<file path="config.mk">
export PLATFORM = sky130hd
export DESIGN_NAME = uart_rx_fifo
export DESIGN_NICKNAME = d
export VERILOG_FILES = /design/src/rtl/uart_pkg.sv /design/src/rtl/uart_fifo_mem.sv /design/src/rtl/uart_rx_fifo.sv
export SDC_FILE = /design/constraint.sdc
export NUM_CORES = 1
export LEC_CHECK = 0
export ABC_AREA = 1
export BUFFER_PORTS_ARGS = -buffer_cell sky130_fd_sc_hd__buf_2
export CORE_MARGIN = 2
export CORE_UTILIZATION = 25
export DETAILED_ROUTE_END_ITERATION = 7
export PLACE_DENSITY = 0.44
export SETUP_SLACK_MARGIN = 0.05
export SYNTH_ARGS = -nofsm -noshare
export SYNTH_HDL_FRONTEND = slang
export SYNTH_SLANG_ARGS = --single-unit
</file>
<file path="constraint.sdc">
create_clock -name clk -period 2.6 [get_ports clk]
set_clock_uncertainty 0.05 [all_clocks]
set_input_delay 0.13 -clock clk [delete_from_list [all_inputs] [get_ports clk]]
set_output_delay 0.13 -clock clk [all_outputs]
set_load 0.005 [all_outputs]
</file>
<file path="src/rtl/uart_pkg.sv">
// Shared UART definitions: byte width, byte type, drop counter width and the
// FIFO operation encoding used by the receive buffer.
package uart_pkg;

    localparam int UART_DBIT  = 8;
    localparam int DROP_CNT_W = 8;

    typedef logic [UART_DBIT-1:0] uart_byte_t;

    // Encoded as {pop, write} so the buffer can cast its two enables directly.
    typedef enum logic [1:0] {
        FIFO_IDLE = 2'b00,
        FIFO_PUSH = 2'b01,
        FIFO_POP  = 2'b10,
        FIFO_BOTH = 2'b11
    } fifo_op_e;

    function automatic logic [DROP_CNT_W-1:0] sat_inc(input logic [DROP_CNT_W-1:0] value);
        return (value == '1) ? value : value + 1'b1;
    endfunction

endpackage

</file>
<file path="src/rtl/uart_fifo_mem.sv">
// DEPTH x DBIT register array with one synchronous write port and one
// asynchronous read port; contents are deliberately not reset.
module uart_fifo_mem
    import uart_pkg::*;
#(
    parameter int DEPTH = 16,
    parameter int DBIT = UART_DBIT,
    localparam int ADDR_W = $clog2(DEPTH)
) (
    input  logic              clk,
    input  logic              we_i,
    input  logic [ADDR_W-1:0] waddr_i,
    input  logic [DBIT-1:0]   wdata_i,
    input  logic [ADDR_W-1:0] raddr_i,
    output logic [DBIT-1:0]   rdata_o
);

    logic [DBIT-1:0] mem_q [DEPTH];

    always_ff @(posedge clk) begin
        if (we_i) begin
            mem_q[waddr_i] <= wdata_i;
        end
    end

    assign rdata_o = mem_q[raddr_i];

endmodule

</file>
<file path="src/rtl/uart_rx_fifo.sv">
// Receive-side byte FIFO behind the UART receiver: first-word-fall-through
// valid/ready output, drop-on-full with sticky overrun and saturating loss count.
module uart_rx_fifo
    import uart_pkg::*;
#(
    parameter int DEPTH = 16,
    parameter int DBIT = UART_DBIT,
    localparam int ADDR_W = $clog2(DEPTH)
) (
    input  logic                  clk,
    input  logic                  reset_n,
    input  logic                  rx_done_tick,
    input  logic [DBIT-1:0]       din,
    output logic                  m_valid,
    input  logic                  m_ready,
    output logic [DBIT-1:0]       m_data,
    output logic [ADDR_W:0]       count,
    output logic                  full,
    output logic                  empty,
    output logic                  overrun,
    input  logic                  overrun_clr,
    output logic [DROP_CNT_W-1:0] drop_cnt
);

    localparam logic [ADDR_W:0] FULL_CNT = (ADDR_W + 1)'(DEPTH);

    logic [ADDR_W-1:0]     rd_ptr_q, rd_ptr_d;
    logic [ADDR_W-1:0]     wr_ptr_q, wr_ptr_d;
    logic [ADDR_W:0]       count_q, count_d;
    logic                  full_q, full_d;
    logic                  empty_q, empty_d;
    logic                  overrun_q, overrun_d;
    logic [DROP_CNT_W-1:0] drop_cnt_q, drop_cnt_d;

    logic     pop;
    logic     wr_en;
    logic     drop;
    fifo_op_e op;

    // A pop frees the head slot in the same cycle, so a full FIFO can still
    // accept the incoming byte when the consumer is draining.
    always_comb begin
        pop   = ~empty_q & m_ready;
        wr_en = rx_done_tick & (~full_q | pop);
        drop  = rx_done_tick & full_q & ~pop;
        op    = fifo_op_e'({pop, wr_en});
    end

    always_comb begin
        rd_ptr_d = rd_ptr_q;
        wr_ptr_d = wr_ptr_q;
        count_d  = count_q;
        case (op)
            FIFO_PUSH: begin
                wr_ptr_d = wr_ptr_q + 1'b1;
                count_d  = count_q + 1'b1;
            end
            FIFO_POP: begin
                rd_ptr_d = rd_ptr_q + 1'b1;
                count_d  = count_q - 1'b1;
            end
            FIFO_BOTH: begin
                wr_ptr_d = wr_ptr_q + 1'b1;
                rd_ptr_d = rd_ptr_q + 1'b1;
            end
            default: begin
                count_d = count_q;
            end
        endcase
        full_d  = (count_d == FULL_CNT);
        empty_d = (count_d == '0);
    end

    // A drop in the same cycle as a clear wins, leaving a count of one.
    always_comb begin
        overrun_d  = overrun_q;
        drop_cnt_d = drop_cnt_q;
        if (drop) begin
            overrun_d  = 1'b1;
            drop_cnt_d = overrun_clr ? DROP_CNT_W'(1) : sat_inc(drop_cnt_q);
        end else if (overrun_clr) begin
            overrun_d  = 1'b0;
            drop_cnt_d = '0;
        end
    end

    always_ff @(posedge clk or negedge reset_n) begin
        if (!reset_n) begin
            rd_ptr_q   <= '0;
            wr_ptr_q   <= '0;
            count_q    <= '0;
            full_q     <= 1'b0;
            empty_q    <= 1'b1;
            overrun_q  <= 1'b0;
            drop_cnt_q <= '0;
        end else begin
            rd_ptr_q   <= rd_ptr_d;
            wr_ptr_q   <= wr_ptr_d;
            count_q    <= count_d;
            full_q     <= full_d;
            empty_q    <= empty_d;
            overrun_q  <= overrun_d;
            drop_cnt_q <= drop_cnt_d;
        end
    end

    uart_fifo_mem #(
        .DEPTH(DEPTH),
        .DBIT (DBIT)
    ) u_mem (
        .clk    (clk),
        .we_i   (wr_en),
        .waddr_i(wr_ptr_q),
        .wdata_i(din),
        .raddr_i(rd_ptr_q),
        .rdata_o(m_data)
    );

    assign m_valid  = ~empty_q;
    assign count    = count_q;
    assign full     = full_q;
    assign empty    = empty_q;
    assign overrun  = overrun_q;
    assign drop_cnt = drop_cnt_q;

endmodule

</file>
==> results of run 1 <==
metal layers:
layer	GRT usage (%)	wire length (um)	part of all wire (%)	up-vias
li1	-	-	-	2143
met1	15.8	7470	49	2114
met2	17.7	7050	46	71
met3	2.91	540	3.6	10
met4	3.29	137	0.90	0
met5	0	0	0	-
worst reg2reg max path, delay by kind of cell (launching register included):
family	cells	cell delay (ps)
compound gates	1	100
fa+ha+maj	2	460
buf+inv	3	240
flops	1	540
simple gates	9	910
metrics by stage:
stage          hold WS, ps  cells  util [%]  setup slack [ps]
6_report              54.9    994      30.5               245
5_1_grt               38.1    994      30.5              54.7
4_1_cts               1.08    993      30.4               131
3_5_place_dp           111    958      28.0               160
3_3_place_gp          97.2    958      28.0               208
2_1_floorplan         -216    580         -               212
repair_timing:
item                                    4_1_cts  5_1_grt
hold endpoints to repair                     26        1
hold buffers                                  3        1
resized for setup                             0        3
endpoints found under the setup margin        0        2
state kept, by name, indices dropped and copies added (netlist names):
| signal | flops |
|---|---|
| wr_ptr_q | 4 |
| u_mem.mem_q | 128 |
| drop_cnt | 8 |
| rd_ptr_q | 4 |
| full | 1 |
| count | 5 |
| empty | 1 |
| overrun | 1 |
final timing paths:
kind	to	slack [ps]	cells past startpoint
min reg2reg	overrun	440	2
max	full	250	15
min in group asynchronous	drop_cnt[4]	170	2
min	u_mem.mem_q[1][2]	50	1
max in group asynchronous	rd_ptr_q[0]	1930	2
max reg2reg	full	250	15
where the power goes:
group | leakage, nW | total (mW) | internal (mW) | switching (mW)
Sequential | 1.46 | 3.14 | 2.98 | 0.153
Clock | 0.294 | 2.45 | 1.43 | 1.02
Combinational | 1.33 | 2.79 | 0.934 | 1.86
Yosys cell counts:
master / number
a31oi_1: 1
nor4_1: 2
nor2_1: 62
o2111ai_1: 15
ha_1: 11
o211ai_1: 18
dfrtp_1: 23
o22ai_1: 1
nand3_1: 33
clkinv_1: 1
buf_4: 4
or2_0: 1
inv_2: 5
nor2_4: 1
o21ai_1: 4
a21oi_1: 18
nor3b_1: 2
nand4_1: 5
edfxtp_1: 128
xor2_1: 6
clkbuf_1: 2
nand2_1: 113
o21ai_0: 39
buf_2: 15
nor2_2: 1
xnor2_1: 1
dfstp_2: 1
nand2_2: 7
nand2_4: 1
inv_1: 59
cells by family after synthesis:
logic type / share of synthesized area [%]
xor gates and xnor gates: 0.937
AOI/OAI and AO/OA: 8.93
DFF: 67.9
adders and majority gates: 2.10
and+or+nand+nor: 14.7
buffers and inverters: 5.45
final cells by class:
class                      instances  area, sq um
clock inverter                    15          165
clock buffer                      17          425
sequential                       152         4450
timing repair buffer              68          440
fill                            2628        18000
inverter                          65          244
tap                              335          419
multi-input combinational        342         1760
==> impl_metrics.csv, run 1 <==
group,metric,value,unit
global_route,grt_antenna_before_repair,0,
placed_design,dpl_cell_area,7250,sq um
placed_design,post-dp-hpwl,9.99,mm
clocking,cts_htree_levels,4,
clocking,clock-sinks,152,
global_route,grt-ovfl-total,0,
clocking,cts_setup_buffers,0,
synthesis,yosysSeqAreaShare,67.9,%
synthesis,synth_top_area_cell,"edfxtp_1",
timing,timing.final.crit_period,2350,ps
min_path,holdCritPathClass,"in2reg",
worst_setup_path,slowest_stage,"dfstp_2",
synthesis,synth_cells,580,
run_status,outcome,"completed",
timing,rsz0062_at_grt,"false",
timing,finalHoldViolCount,0,
placed_design,port-buffer-count,37,
global_route,grt_max_degree,97,
clocking,cts_tree,"yes",
drt,vias,4338,
timing,fmax,425,MHz
floorplan,fp.dieW,166,um
floorplan,die_area,27500,sq um
timing,worstMarginPinSlew,729,ps
floorplan,num_io_pins,38,
power,ir_drop,0.480,mV
final_layout,nets,670,
floorplan,start_util,25.3,%
worst_setup_path,rr_startpoint,"empty",
clocking,cts_buffers,17,
drt,vias_per_cell,4.36,
worst_setup_path,cp_slowest_stage_delay,540,ps
worst_setup_path,worstPathArrival,2660,ps
timing,worst_slew_margin_rel,51.4,%
drt,detail_route.wl_per_cell,15.3,um
worst_setup_path,cp-start-kind,"flop",
synthesis,synth.distinct_cells,30,
final_layout,layout_commonest_cell,"edfxtp_1",
power,power_leakage,3.08,nW
min_path,holdCritStartpoint,"din[2]",
drt,drc,0,
timing,finalSetupViolCount,0,
worst_setup_path,critPathBufInv,3,
synthesis,synth_seq_cells,152,
final_layout,drive_above_1_share,17.5,%
worst_setup_path,cp_top_family,"simple AND/OR/NAND/NOR gates",
worst_setup_path,crit_path_start,"empty",
synthesis,netlist_area,6550,sq um
worst_setup_path,worst-setup-path-type,"reg2reg",
final_layout,area_growth,20.6,%
worst_setup_path,crit_chain,"inv_2 -> nand2_2 -> a21oi_1 -> inv_1 -> ha_4 -> nand2_1 -> inv_1 -> nor2_1 -> ha_1 -> nand2_2 -> nand2_2 -> or2_0 -> nor2_1 -> nand3_1 -> nor2_1",
drt,ant_nets,0,
timing,slew_violations,0,
power,totalPowerFinal,8.38,mW
clocking,cts_root_buffer,"clkbuf_16",
global_route,grt_usage,11.4,%
clocking,cts.clk_slew.worst_paths,70,ps
floorplan,row_count,59,
synthesis,ys_warn_count,0,
synthesis,synth_nets,604,
global_route,first_global_vias,4195,
worst_setup_path,end_kind,"flop",
floorplan,die_h,166,um
worst_setup_path,worst_ep_required_time,2900,ps
flow_run,cap_violations,0,
timing,finalSetupTns,0,ps
final_layout,design_area,7900,sq um
worst_setup_path,crit_fanout,6,
global_route,grt_pass1_wl,23.9,mm
drt,drt-pass1-iter-count,4,
drt,drt-initial-drc-count,199,
floorplan,coreArea,25900,sq um
power,p_per_area,1060,nW/um^2
drt,drt-total-wl,15.2,mm
final_layout,final_cell_mix,"128 x edfxtp_1, 113 x nand2_1, 62 x nor2_1",
placed_design,place_congestion,0.812,
timing,final.period_utilization,90.6,%
clocking,cts_buffer_depth,2,
synthesis,synth_top_area_share,58.7,%
synthesis,synth_area_leaders,"edfxtp_1 59%, dfrtp_1 8.8%, nand2_1 6.5%",
clocking,clk_latency,420,ps
synthesis,synth.avg_cell_area,11.3,sq um
final_layout,diodes,0,
No activity file was read; power rests on OpenSTA's default activity.
==> run 2, diff against run 1 <==
CORE_UTILIZATION = 45   (was 25)
PLACE_DENSITY = 0.67   (was 0.44)
==> run 2 against run 1 <==
Sequential share of layout area grew 1.8 points. Register-to-register slack is essentially flat. Routed wire length shrank 7.6%. Critical path depth shrank 2. Worst setup slack gained 8.0 ps. Via count grew 1.5%.
==> impl_metrics.csv, run 2 (synthesis results as in run 1) <==
group,metric,value,unit
final_layout,final_util,53.2,%
final_layout,area_growth,16.9,%
placed_design,post-dp-hpwl,8.84,mm
clocking,cts_buffers,17,
worst_setup_path,end_kind,"flop",
run_status,outcome,"completed",
final_layout,nets,666,
power,totalPowerFinal,8.15,mW
final_layout,drive_above_1_share,16.2,%
drt,drt-pass1-iter-count,5,
final_layout,layout_commonest_cell,"edfxtp_1",
worst_setup_path,worstPathArrival,2650,ps
floorplan,die_area,15500,sq um
drt,detail_route.wl_per_cell,16.8,um
floorplan,die_h,125,um
timing,final.period_utilization,90.3,%
floorplan,coreArea,14400,sq um
floorplan,fp.dieW,125,um
drt,vias_per_cell,5.25,
clocking,cts.clk_slew.worst_paths,60,ps
floorplan,row_count,44,
worst_setup_path,cpMostUsedCell,"nor2_1",
global_route,grt_antenna_before_repair,0,
clocking,cts_htree_levels,4,
worst_setup_path,worst_ep_required_time,2900,ps
global_route,grt_pass1_wl,22.6,mm
worst_setup_path,crit_chain,"inv_2 -> nand2_2 -> inv_1 -> ha_4 -> nor2_1 -> nor2_1 -> ha_1 -> nand2_2 -> nand2_2 -> or2_0 -> nor2_1 -> nand3_1 -> nor2_1",
final_layout,fillers,1215,
clocking,cts_setup_buffers,0,
timing,holdWs,44.9,ps
clocking,cts_root_buffer,"clkbuf_16",
drt,ant_nets,0,
final_layout,largest_reg_flops,128,
power,ir_drop,0.595,mV
timing,finalSetupTns,0,ps
drt,vias,4402,
placed_design,place_congestion,0.870,
worst_setup_path,cp_top_family,"simple AND/OR/NAND/NOR gates",
worst_setup_path,slowest_stage,"dfstp_2",
final_layout,final_cell_mix,"128 x edfxtp_1, 113 x nand2_1, 62 x nor2_1",
global_route,grt_max_degree,97,
clocking,clk_latency,420,ps
worst_setup_path,cp_slowest_stage_delay,540,ps
timing,finalHoldViolCount,0,
global_route,grt-ovfl-total,0,
timing,finalWorstSetupSlack,253,ps
drt,drt-total-wl,14.1,mm
final_layout,design_area,7650,sq um
final_layout,stdcell_count,839,
worst_setup_path,crit_fanout,7,
timing,worst_slew_margin_rel,63.3,%
clocking,cts_buffer_depth,2,
worst_setup_path,critPathBufInv,2,
clocking,cts_tree,"yes",
flow_run,cap_violations,0,
worst_setup_path,cp-start-kind,"flop",
power,power_leakage,3.04,nW
placed_design,port-buffer-count,37,
worst_setup_path,rr_startpoint,"empty",
drt,drc,0,
drt,drt-initial-drc-count,499,
placed_design,dp_slack,152,ps
placed_design,dp_cells,803,
timing,rsz0062_at_grt,"false",
timing,slew_violations,0,
min_path,holdCritStartpoint,"din[5]",
worst_setup_path,rrSetupSlack,250,ps
placed_design,dpl_cell_area,7030,sq um
power,p_per_area,1070,nW/um^2
timing,worstMarginPinSlew,549,ps
global_route,grt_usage,19.0,%
global_route,first_global_vias,4326,
worst_setup_path,crit_path_start,"empty",
timing,finalSetupViolCount,0,
min_path,holdCritPathClass,"in2reg",
timing,timing.final.crit_period,2350,ps
floorplan,num_io_pins,38,
clocking,clock-sinks,152,
timing,fmax,426,MHz
worst_setup_path,worst-setup-path-type,"reg2reg",
final_layout,top_register,"u_mem.mem_q",
final_layout,diodes,0,
floorplan,start_util,45.6,%
[run 2: per-layer routing]
metal | vias to the layer above | global-route usage (%) | routed length (um)
li1 | 2136 | - | -
met1 | 2097 | 25.0 | 6170
met2 | 133 | 29.6 | 6630
met3 | 36 | 4.51 | 749
met4 | 0 | 9.91 | 509
met5 | - | 0 | 0
[run 2: report_power, final]
part	total (mW)	switching (mW)	internal, mW
Sequential	3.19	0.207	2.99
Combinational	2.63	1.74	0.897
Clock	2.33	0.926	1.40
Total	8.15	2.87	5.28
[run 2: worst register-to-register path, stage by stage (launching register included)]
cell and delay [ps]:
dfstp_2 540, inv_2 40, nand2_2 100, inv_1 140, ha_4 220, nor2_1 170
nor2_1 90, ha_1 290, nand2_2 70, nand2_2 40, or2_0 210, nor2_1 110
nand3_1 110, nor2_1 110
[run 2: layout make-up]
type                       instances  area, sq um  share of cell area [%]
sequential                       152         4450                    58.2
inverter                          65          244                    3.19
tap                              184          230                    3.01
timing repair buffer              64          410                    5.37
clock buffer                      19          433                    5.66
clock inverter                    13          128                    1.67
multi-input combinational        342         1760                    23.0
[run 2: worst paths after layout]
| check | to | depth (start not counted) |
|---|---|---|
| setup / recovery | full | 13 |
| hold / removal | u_mem.mem_q[6][5] | 1 |
| setup reg to reg | full | 13 |
| hold reg to reg | overrun | 2 |
| max in group asynchronous | rd_ptr_q[0] | 2 |
| min in group asynchronous | drop_cnt[2] | 2 |
[run 2: repair_timing]
item                                    4_1_cts  5_1_grt
gates resized for setup                       0        3
endpoints found under the setup margin        0        4
hold buffers                                  4        0
endpoints found under the hold margin        27        0
==> run 3, diff against run 2 <==
==> constraint.sdc (replaced) <==
create_clock -name clk -period 2.6 [get_ports clk]
set_clock_uncertainty 0.05 [all_clocks]
set_input_delay 0.13 -clock clk [delete_from_list [all_inputs] [get_ports clk]]
set_output_delay 0.13 -clock clk [all_outputs]
set_load 0.1 [all_outputs]
==> run 3 against run 2 <==
Critical path depth shrank 6. Largest cell class unchanged. Critical path type is now reg2out. Combinational power rose by 82%. First-iteration DRC count decreased by 9.8%. Final area is 3.0% higher. Total power up 27%. Fmax shrank 3.2%. Worst hold slack improved by 6.4 ps.
==> impl_metrics.csv, run 3 (synthesis results as in run 1) <==
group,metric,value,unit
run_status,outcome,"completed",
final_layout,layout_commonest_cell,"edfxtp_1",
timing,final.period_utilization,93.3,%
final_layout,largest_reg_flops,128,
drt,drt-pass1-iter-count,5,
final_layout,final_cell_mix,"128 x edfxtp_1, 113 x nand2_1, 62 x nor2_1",
power,power.switching,4.58,mW
final_layout,top_register,"u_mem.mem_q",
worst_setup_path,cp-start-kind,"flop",
timing,finalWorstSetupSlack,175,ps
floorplan,num_io_pins,38,
drt,vias,4471,
timing,rsz0062_at_grt,"false",
floorplan,fp.dieW,125,um
timing,worstMarginPinSlew,734,ps
floorplan,coreArea,14400,sq um
drt,vias_per_cell,5.30,
worst_setup_path,crit_chain,"buf_4 -> buf_4 -> o21ai_0 -> o211ai_1 -> o2111ai_1 -> nand2_1 -> buf_12",
floorplan,row_count,44,
clocking,cts_htree_levels,4,
timing,finalSetupTns,0,ps
placed_design,port-buffer-count,37,
timing,finalHoldViolCount,0,
clocking,clk_latency,420,ps
flow_run,cap_violations,0,
placed_design,place_congestion,0.834,
placed_design,post-dp-hpwl,9.21,mm
floorplan,start_util,45.6,%
power,ir_drop,1.05,mV
global_route,first_global_vias,4381,
clocking,cts_root_buffer,"clkbuf_16",
timing,finalSetupViolCount,0,
worst_setup_path,worstPathArrival,2240,ps
floorplan,die_area,15500,sq um
global_route,grt-ovfl-total,0,
global_route,grt_pass1_wl,22.9,mm
power,p_per_area,1320,nW/um^2
timing,timing.final.crit_period,2420,ps
placed_design,dp_slack,221,ps
worst_setup_path,cpMostUsedCell,"buf_4",
drt,drc,0,
drt,drt-initial-drc-count,450,
clocking,cts.clk_slew.worst_paths,60,ps
power,swShare,44.1,%
worst_setup_path,worst_ep_required_time,2420,ps
power,intPower,5.81,mW
worst_setup_path,worst-setup-path-type,"reg2out",
final_layout,drive_above_1_share,17.8,%
min_path,holdCritPathClass,"in2reg",
power,power_leakage,3.11,nW
global_route,grt_antenna_before_repair,0,
timing,fmax,412,MHz
timing,holdWs,51.3,ps
global_route,grt_max_degree,51,
power,p_comb_share,46.1,%
clocking,cts_buffers,17,
worst_setup_path,cp_slowest_stage_delay,320,ps
drt,drt-total-wl,14.4,mm
timing,slew_violations,0,
clocking,cts_tree,"yes",
floorplan,die_h,125,um
clocking,cts_buffer_depth,2,
power,clkPwrFrac,23.1,%
final_layout,diodes,0,
final_layout,nets,670,
drt,ant_nets,0,
final_layout,area_growth,20.3,%
final_layout,final_util,54.8,%
worst_setup_path,crit_fanout,28,
clocking,clock-sinks,152,
timing,worst_slew_margin_rel,50.9,%
global_route,grt_usage,19.4,%
power,seq_power_share,30.9,%
worst_setup_path,end_kind,"output port",
worst_setup_path,slowest_stage,"dfrtp_1",
drt,detail_route.wl_per_cell,17.1,um
run 3: cell types whose count changed in the layout (fill, tap and decap cells not counted), moves of 2 or more:
cell,previous run,this run
buf_12,1,10
buf_4,22,25
inv_6,2,4
clkinvlp_4,2,5
clkbuf_1,2,0
inv_1,59,56
buf_2,37,29
run 3: critical path, delay by kind of cell, from the launching register on:
family,cells,cell delay [ps]
compound gates,3,610
simple gates,1,170
flops,1,320
buf+inv,3,700
run 3: routing by layer:
metal	vias to the layer above	wire length (um)	global-route usage, %
met1	2179	6130	24.6
met4	0	327	8.79
met5	-	0	0
met2	123	7260	31.9
met3	26	692	4.55
li1	2143	-	-
run 3: metrics by stage:
| step | power (mW) | cells | instance area [sq um] |
|---|---|---|---|
| finish | 10.4 | 843 | 7880 |
| global route | 10.9 | 843 | 7880 |
| CTS | 10.4 | 840 | 7830 |
| detailed placement | 7.99 | 804 | 7220 |
| global placement | 7.88 | 804 | 7220 |
| floorplan | 6.50 | 580 | 6600 |
run 3: power by group through the flow:
stage | Clock [mW] | Sequential (mW) | Combinational [mW]
floorplan | 0 | 3.60 | 2.89
global placement | 0 | 3.23 | 4.65
detailed placement | 0 | 3.25 | 4.74
CTS | 2.45 | 3.21 | 4.76
global route | 2.56 | 3.24 | 5.11
finish | 2.40 | 3.21 | 4.78
run 3: area by class of cell:
cell class | count | area [sq um]
tap | 184 | 230
fill | 1199 | 6490
clock buffer | 17 | 425
sequential | 152 | 4450
inverter | 65 | 267
timing repair buffer | 68 | 573
multi-input combinational | 342 | 1780
clock inverter | 15 | 149
run 3: timing repair:
action,in CTS,in global routing
pin swaps,0,1
resized for setup,1,5
buffers inserted,0,3
hold endpoints to repair,27,0
hold buffers,4,0
setup endpoints to repair,1,10
run 3: path summary, 6_finish.rpt:
| check | start | to | slack (ps) | depth (start not counted) |
|---|---|---|---|---|
| worst min-delay path | din[6] | u_mem.mem_q[3][6] | 50 | 1 |
| worst min register to register | overrun | overrun | 440 | 2 |
| max in group asynchronous | reset_n | rd_ptr_q[0] | 1930 | 2 |
| worst max register to register | empty | full | 230 | 14 |
| min in group asynchronous | reset_n | drop_cnt[7] | 170 | 2 |
| worst max-delay path | rd_ptr_q[1] | m_data[2] | 180 | 7 |
